**config.mk**
```make
export PLATFORM = sky130hd
export DESIGN_NAME = uart_rx_frame
export DESIGN_NICKNAME = d
export VERILOG_FILES = /design/src/rtl/uart_pkg.sv /design/src/rtl/uart_bit_timer.sv /design/src/rtl/uart_rx_frame.sv
export SDC_FILE = /design/constraint.sdc
export NUM_CORES = 1
export LEC_CHECK = 0
export ABC_AREA = 1
export CORE_ASPECT_RATIO = 0.9
export CORE_MARGIN = 2
export CORE_UTILIZATION = 30
export DETAILED_ROUTE_END_ITERATION = 10
export GPL_TIMING_DRIVEN = 1
export SYNTH_ARGS = -nofsm -noshare
export SYNTH_HDL_FRONTEND = slang
export SYNTH_HIERARCHICAL = 1
export SYNTH_SLANG_ARGS = --single-unit
```
**constraint.sdc**
```tcl
create_clock -name clk -period 3.1 [get_ports clk]
set_input_delay 0.31 -clock clk [delete_from_list [all_inputs] [get_ports clk]]
set_output_delay 0.31 -clock clk [all_outputs]
set_load 0.005 [all_outputs]
```
**src/rtl/uart_pkg.sv**
```systemverilog
// Shared definitions for the UART receive path: FSM states, error bit positions, default timing.
// The PARITY state exists only when UART_RX_PARITY_EN is defined.
package uart_pkg;

    typedef enum logic [2:0] {
        ST_IDLE,
        ST_START,
        ST_DATA,
`ifdef UART_RX_PARITY_EN
        ST_PARITY,
`endif
        ST_STOP
    } uart_state_t;

    localparam int ERR_FRAMING = 0;
    localparam int ERR_PARITY  = 1;
    localparam int ERR_TIMEOUT = 2;

    localparam int DEFAULT_CLK_DIV = 1433;

endpackage

```
**src/rtl/uart_bit_timer.sv**
```systemverilog
// Bit-period counter: restarts on a qualified start edge and strobes at mid-bit while running.
module uart_bit_timer
    import uart_pkg::*;
#(
    parameter int CLK_DIV = DEFAULT_CLK_DIV
) (
    input  logic clk,
    input  logic rst_n,
    input  logic restart,
    input  logic run,
    output logic sample
);

    localparam int CW = $clog2(CLK_DIV);

    logic [CW-1:0] cnt_reg;

    always_ff @(posedge clk or negedge rst_n) begin
        if (!rst_n) begin
            cnt_reg <= '0;
        end else if (restart) begin
            cnt_reg <= '0;
        end else if (run) begin
            if (cnt_reg == CW'(CLK_DIV - 1))
                cnt_reg <= '0;
            else
                cnt_reg <= cnt_reg + 1'b1;
        end
    end

    assign sample = run && !restart && (cnt_reg == CW'(CLK_DIV / 2));

endmodule

```
**src/rtl/uart_rx_frame.sv**
```systemverilog
// UART receiver that assembles FRAME_BYTES accepted bytes into a frame, with inter-byte timeout.
// Define UART_RX_PARITY_EN to add an even-parity bit between the data and stop bits.
module uart_rx_frame
    import uart_pkg::*;
#(
    parameter int CLK_DIV      = DEFAULT_CLK_DIV,
    parameter int FRAME_BYTES  = 6,
    parameter int TIMEOUT_BITS = 20
) (
    input  logic                     clk,
    input  logic                     rst_n,
    input  logic                     rxd,
    input  logic                     rx_en,
    output logic [7:0]               byte_data,
    output logic                     byte_valid,
    output logic [8*FRAME_BYTES-1:0] frame_data,
    output logic                     frame_valid,
    output logic [2:0]               err,
    output logic                     busy
);

    localparam int IW         = (FRAME_BYTES > 1) ? $clog2(FRAME_BYTES) : 1;
    localparam int TMO_CYCLES = TIMEOUT_BITS * CLK_DIV;
    localparam int TW         = $clog2(TMO_CYCLES + 1);

    uart_state_t state_reg, state_next;

    logic                     sync1_reg, sync2_reg, prev_reg;
    logic [2:0]               bit_cnt_reg;
    logic [7:0]               shift_reg;
    logic                     par_bad_reg;
    logic [IW-1:0]            idx_reg;
    logic [TW-1:0]            tmo_cnt_reg;
    logic [8*FRAME_BYTES-1:0] frame_buf_reg, frame_buf_upd, frame_data_reg;
    logic [7:0]               byte_data_reg;
    logic                     byte_valid_reg, frame_valid_reg;
    logic [2:0]               err_reg;

    logic start_go, bit_sample, shift_en, accept, frame_err, par_err;
    logic tmo_run, tmo_expire;

    always_ff @(posedge clk or negedge rst_n) begin
        if (!rst_n) begin
            sync1_reg <= 1'b1;
            sync2_reg <= 1'b1;
            prev_reg  <= 1'b1;
        end else begin
            sync1_reg <= rxd;
            sync2_reg <= sync1_reg;
            prev_reg  <= sync2_reg;
        end
    end

    assign start_go = (state_reg == ST_IDLE) && prev_reg && !sync2_reg && rx_en;
    assign busy     = (state_reg != ST_IDLE);

    uart_bit_timer #(.CLK_DIV(CLK_DIV)) u_bit_timer (
        .clk     (clk),
        .rst_n   (rst_n),
        .restart (start_go),
        .run     (busy),
        .sample  (bit_sample)
    );

    always_ff @(posedge clk or negedge rst_n) begin
        if (!rst_n)
            state_reg <= ST_IDLE;
        else
            state_reg <= state_next;
    end

    always_comb begin
        state_next = state_reg;
        shift_en   = 1'b0;
        accept     = 1'b0;
        frame_err  = 1'b0;
        par_err    = 1'b0;
        case (state_reg)
            ST_IDLE:  if (start_go) state_next = ST_START;
            ST_START: if (bit_sample) state_next = sync2_reg ? ST_IDLE : ST_DATA;
            ST_DATA: begin
                if (bit_sample) begin
                    shift_en = 1'b1;
`ifdef UART_RX_PARITY_EN
                    if (bit_cnt_reg == 3'd7) state_next = ST_PARITY;
`else
                    if (bit_cnt_reg == 3'd7) state_next = ST_STOP;
`endif
                end
            end
`ifdef UART_RX_PARITY_EN
            ST_PARITY: begin
                if (bit_sample) begin
                    par_err    = (sync2_reg != ^shift_reg);
                    state_next = ST_STOP;
                end
            end
`endif
            ST_STOP: begin
                if (bit_sample) begin
                    accept     = sync2_reg && !par_bad_reg;
                    frame_err  = !sync2_reg;
                    state_next = ST_IDLE;
                end
            end
            default: state_next = ST_IDLE;
        endcase
    end

    // Candidate frame with the current shift register dropped into the active slot
    for (genvar gi = 0; gi < FRAME_BYTES; gi++) begin : g_slot
        assign frame_buf_upd[8*gi +: 8] = (idx_reg == IW'(gi)) ? shift_reg
                                                                : frame_buf_reg[8*gi +: 8];
    end

    assign tmo_run    = (idx_reg != '0) && (state_reg == ST_IDLE);
    assign tmo_expire = tmo_run && (tmo_cnt_reg == TW'(TMO_CYCLES - 1));

    always_ff @(posedge clk or negedge rst_n) begin
        if (!rst_n) begin
            bit_cnt_reg     <= '0;
            shift_reg       <= '0;
            par_bad_reg     <= 1'b0;
            idx_reg         <= '0;
            tmo_cnt_reg     <= '0;
            frame_buf_reg   <= '0;
            frame_data_reg  <= '0;
            byte_data_reg   <= '0;
            byte_valid_reg  <= 1'b0;
            frame_valid_reg <= 1'b0;
            err_reg         <= '0;
        end else begin
            byte_valid_reg  <= accept;
            frame_valid_reg <= 1'b0;
            err_reg         <= '0;
            err_reg[ERR_FRAMING] <= frame_err;
            err_reg[ERR_PARITY]  <= par_err;
            err_reg[ERR_TIMEOUT] <= tmo_expire;

            if (start_go) begin
                bit_cnt_reg <= '0;
                par_bad_reg <= 1'b0;
            end else if (shift_en) begin
                bit_cnt_reg <= bit_cnt_reg + 1'b1;
                shift_reg   <= {sync2_reg, shift_reg[7:1]};
            end
            if (par_err)
                par_bad_reg <= 1'b1;

            tmo_cnt_reg <= (tmo_run && !tmo_expire) ? tmo_cnt_reg + 1'b1 : '0;

            // Any error discards the partial frame; timeout only fires while IDLE
            if (frame_err || par_err || tmo_expire) begin
                idx_reg <= '0;
            end else if (accept) begin
                byte_data_reg <= shift_reg;
                frame_buf_reg <= frame_buf_upd;
                if (idx_reg == IW'(FRAME_BYTES - 1)) begin
                    idx_reg         <= '0;
                    frame_data_reg  <= frame_buf_upd;
                    frame_valid_reg <= 1'b1;
                end else begin
                    idx_reg <= idx_reg + 1'b1;
                end
            end
        end
    end

    assign byte_data   = byte_data_reg;
    assign byte_valid  = byte_valid_reg;
    assign frame_data  = frame_data_reg;
    assign frame_valid = frame_valid_reg;
    assign err         = err_reg;

endmodule

```
Yosys cells after proc, flatten, opt, wreduce, memory -nomap -nowiden --
Cells that the tools add are included.
Storage, ports and cells: register bits 154, output and inout port bits 62, logic and storage cells 92
Operators by class: add/subtract/negate cells 4, equality and inequality tests 17, mux-type cells 31, bitwise logic cells 2, reductions and logical operators 23
Operator list (number):
- 8-bit two-way mux | 6
- 11-bit two-way mux | 3
- 3-bit two-way mux | 10
- 15-bit by 1-bit adder with 15-bit output, second input constant | 1
- 15-bit equality test, second input constant | 1
- 15-bit two-way mux | 1
- 3-bit by 2-bit equality test with 1-bit output, second input constant | 4
- 3-bit one-hot mux with 4 select lines | 1
- 11-bit by 1-bit adder with 11-bit output, second input constant | 1
- 11-bit by 10-bit equality test with 1-bit output, second input constant | 1
- 11-bit equality test, second input constant | 1
- 3-bit equality test, second input constant | 3
- 1-bit two-way mux | 9
- 1-bit logical AND | 8
- 2-bit inequality test, second input constant | 4
- 3-bit by 1-bit adder with 3-bit output, second input constant | 2
- 3-bit by 1-bit equality test with 1-bit output, second input constant | 2
- 3-bit logical NOT | 2
- 2-bit nonzero test | 3
- 3-bit nonzero test | 2
- 5-bit AND reduction | 1
- 2-bit AND reduction | 2
- 1-bit logical NOT | 3
- 3-bit AND reduction | 1
- 4 further kinds | 5

Logic depth before layout (Yosys ltp) --
depth in word-level cells 12, depth in mapped cells 12, mapped depth without buffers 10

Hierarchy --
Netlist, hierarchy kept.
Modules (own cells, without submodules):
- uart_rx_frame | times used 1, cells an instance 710, area an instance 5865.6 µm², seq. area each 3357.0 µm²
- uart_bit_timer | times used 1, cells an instance 107, area an instance 724.4 µm², seq. area each 275.3 µm²

Worst setup path before layout --
OpenSTA, ideal clock, no wires.
path type register to register, from register sync2_reg, to register frame_data_reg[24] (netlist: frame_data[24]), setup time 0.123 ns, data arrival time 2.354 ns, required time 2.977 ns, slack 0.623 ns, cell stages (with the launch flop) 12, cell sequence dfstp_2 inv_1 nand4_1 inv_1 nor2_1 inv_1 nor4_1 nand3_4 buf_2 clkbuf_2 o21ai_0 nand2_1
Between the ends: word-level cells in the longest chain between the ends 11, elaborated cells between the ends (all ways) 13, classes of those cells mux: 4; bitwise: 1; reduce/logical: 8
Ends and longest elaborated chain:
- start: declaration | RTL line uart_rx_frame.sv:28 | logic sync1_reg, sync2_reg, prev_reg;
- start signal: assignment | RTL line uart_rx_frame.sv:49 | sync2_reg <= sync1_reg;
- 1-bit logical NOT (*) | RTL line uart_rx_frame.sv:54 | assign start_go = (state_reg == ST_IDLE) && prev_reg && !sync2_reg && rx_en;
- 1-bit logical AND (*) (2 in series) | RTL line uart_rx_frame.sv:54
- named net start_go | RTL line uart_rx_frame.sv:39 | logic start_go, bit_sample, shift_en, accept, frame_err, par_err;
- 1-bit logical NOT (*) | RTL line uart_bit_timer.sv:31 | assign sample = run && !restart && (cnt_reg == CW'(CLK_DIV / 2));
- 1-bit logical AND (*) (2 in series) | RTL line uart_bit_timer.sv:31
- named net bit_sample | RTL line uart_rx_frame.sv:39
- 1-bit two-way mux | RTL line uart_rx_frame.sv:100 | if (bit_sample) begin
- 1-bit two-way mux | RTL line uart_rx_frame.sv:78 | case (state_reg)
- 1-bit logical OR | RTL line uart_rx_frame.sv:153 | if (frame_err || par_err || tmo_expire) begin
- 1-bit NOT (no line)
- 3-bit AND reduction (no line) (*)
- end signal: assignment | RTL line uart_rx_frame.sv:160 | frame_data_reg <= frame_buf_upd;
- end: declaration | RTL line uart_rx_frame.sv:34 | logic [8*FRAME_BYTES-1:0] frame_buf_reg, frame_buf_upd, frame_data_reg;
The timed path passes the listed nets; every way through them passes the cells marked *. A chain may end at the register's enable or synchronous reset.

Worst setup path after layout --
from register sync2_reg, to register frame_data_reg[6] (netlist: frame_data[6])
Same word-level chain as after synthesis.

==> metrics <==
# IOs=66; critical path arrival=around 2.9 ns; Synth Instances=between 800 and 900; DIE WIDTH=between 150 and 200 um; run status=complete, no violations; syn avg cell area=approximately 8.1 sq um; WP data required=roughly 3.5 ns; routed vias=5,279; global-route usage over all layers=0.144; Final Hold Viols=0; Clock transition at path regs=0.06 ns; n_diodes=0; Synth cell types=31; storage element area=around 3600 sq um; Max Cap Viol=0; R2R depth=13; num rows=just over 50; Syn Std Cell Area=6590 sq um; clk sinks=~150; static leakage=0.00396 uW; final setup fails=0; Layout Skew=~0.014 ns; nets@finish=between 800 and 900; final slew viol count=0; Pre-antenna DRT Iters=5; vias in the first global route=4,998; Antenna Nets Post-Route=0; Critical Path Sink Type=register; Critical Path Source Type=register; Most used DFF post-synth=dfrtp_1; initial antenna violation count=0; global-route wire length before repair=about 26,000 um; Seq/Total Area, Yosys=0.551; Post-Route WL=about 16,000 um; H-tree depth=4; EDFF count, synth=0; fmax=approximately 0.4 GHz; grt total ovfl=0; area of the multi-input gates=roughly 2600 sq um; Slew HR=0.460; Tcrit/Tclk final=0.822; drt initial violations=450; Yosys warnings=6; IO buf count=64; commonest non-fill, non-tap cell in the layout=nand2_1; die height=about 140 um; IR drop worst, VDD=around 370 uV; CTS tree=built; Synthesized Nets=between 800 and 900; Hold WC Path Type=in2reg; Post-DP Area=between 7000 and 8000 sq um; Post-CTS Setup Inserts=0; Slew @ Worst Pin=slightly above 0.8 ns; worst-skew pair later-pin latency=around 0.42 ns; RePlAce Congestion=0.767; CTS Hold Bufs=1; dpl hpwl=10,200 um; Initial Util=0.306; drt drc=0; Setup Crit Path Kind=reg2reg; layout cells sized above 1=0.0610; average wire per standard cell=around 13 um; register bit total from synthesis=145; TritonCTS buffer count=17; most frequent cells in the layout=341 x nand2_1, 142 x dfrtp_1, 121 x o21ai_0; fraction of registers with async set/reset=1.00; post-CTS sizing=0; vias per cell=roughly 4.5; Layout area overhead=23.3%; Root Driver=clkbuf_16; unrepaired setup endpoints after global routing=false; Finished Cell Area=8130 sq um; reg2reg setup slack=0.55 ns; fin crit period=2.55 ns; Post-Route Setup TNS=0 ns; number of flip-flops in the largest register=between 40 and 50; power density cells=498 nW/um^2; hold path cells=1; worst-path maximum fanout=about 50; Clock Path Buffers=2; largest net degree at the start of global routing=between 80 and 90; core region area=21,600 sq um; Filler cells=~2,200; DIE AREA=around 23,000 sq um
-- kinds of logic (layout without fill, tap and decap cells) --
group | after synthesis | in the layout | share of synthesized area
compound gates | 132 | 132 | 0.102
xor+xnor | 11 | 11 | 0.0146
fa+ha+maj | 6 | 6 | 0.0114
buf+inv | 93 | 161 | 0.0602
flops | 145 | 145 | 0.551
other cells | 1 | 1 | 0.000569
simple gates | 429 | 429 | 0.260
-- metrics by stage --
step / cells / utilization / total power (uW) / hold slack (ns) / setup slack [ns]
2_1_floorplan: 817 / - / 1930 / 0.0144 / 0.623
3_3_place_gp: 1143 / 0.348 / 1980 / 0.349 / 0.529
5_1_grt: 1176 / 0.377 / 4190 / 0.290 / 0.269
3_5_place_dp: 1143 / 0.348 / 1980 / 0.347 / 0.498
4_1_cts: 1176 / 0.377 / 4100 / 0.280 / 0.544
6_report: 1176 / 0.377 / 4050 / 0.295 / 0.553
-- report_power, final --
| group | total [uW] | switching [uW] | internal, uW |
|---|---|---|---|
| Combinational | 44.4 | 37.4 | 6.92 |
| Clock | 2110 | 820 | 1290 |
| Sequential | 1900 | 1.59 | 1900 |
-- Yosys cell counts, types with 3 or more instances --
cell,number,area (sq um)
xnor2_1,4,35.0
nand3_1,26,130
nand4_1,9,56.3
o21ai_0,121,606
nand2_1,341,1280
nor2_1,43,161
o21ai_1,4,20.0
buf_6,3,33.8
buf_2,13,65.1
dfrtp_1,142,3550
clkbuf_1,19,71.3
xor2_1,7,61.3
dfstp_2,3,78.8
ha_1,6,75.1
o21bai_1,3,22.5
inv_1,52,195
-- layout make-up --
type | count | area share
multi-input combinational | 579 | 0.315
inverter | 55 | 0.0254
timing repair buffer | 74 | 0.0932
clock inverter | 13 | 0.0199
clock buffer | 19 | 0.0545
tap | 291 | 0.0448
sequential | 145 | 0.447
-- path summary, 6_finish.rpt --
path	startpoint	to
setup / recovery	sync2_reg	frame_data[6]
hold / removal	rxd	sync1_reg
hold reg to reg	sync1_reg	sync2_reg
max in group asynchronous	rst_n	frame_data[36]
setup reg to reg	sync2_reg	frame_data[6]
min in group asynchronous	rst_n	frame_buf_reg[9]
-- metal layers --
metal,up-vias,part of all wire,GRT usage,wire length [um]
li1,2698,-,-,-
met1,2478,0.52,0.207,8160
met2,95,0.43,0.215,6810
met3,8,0.037,0.0353,581
met4,0,0.0068,0.0413,107
met5,-,0,0,0
-- critical path: stages (launching register included) --
cell,delay [ns]
dfstp_2,0.59
inv_1,0.09
nand4_1,0.18
inv_1,0.08
nor2_1,0.17
inv_1,0.09
nor4_1,0.26
buf_4,0.18
nand3_4,0.08
buf_4,0.22
nor2_4,0.12
buf_12,0.25
nand2_1,0.10
nand2_1,0.08
No activity file was read; power rests on OpenSTA's default activity.
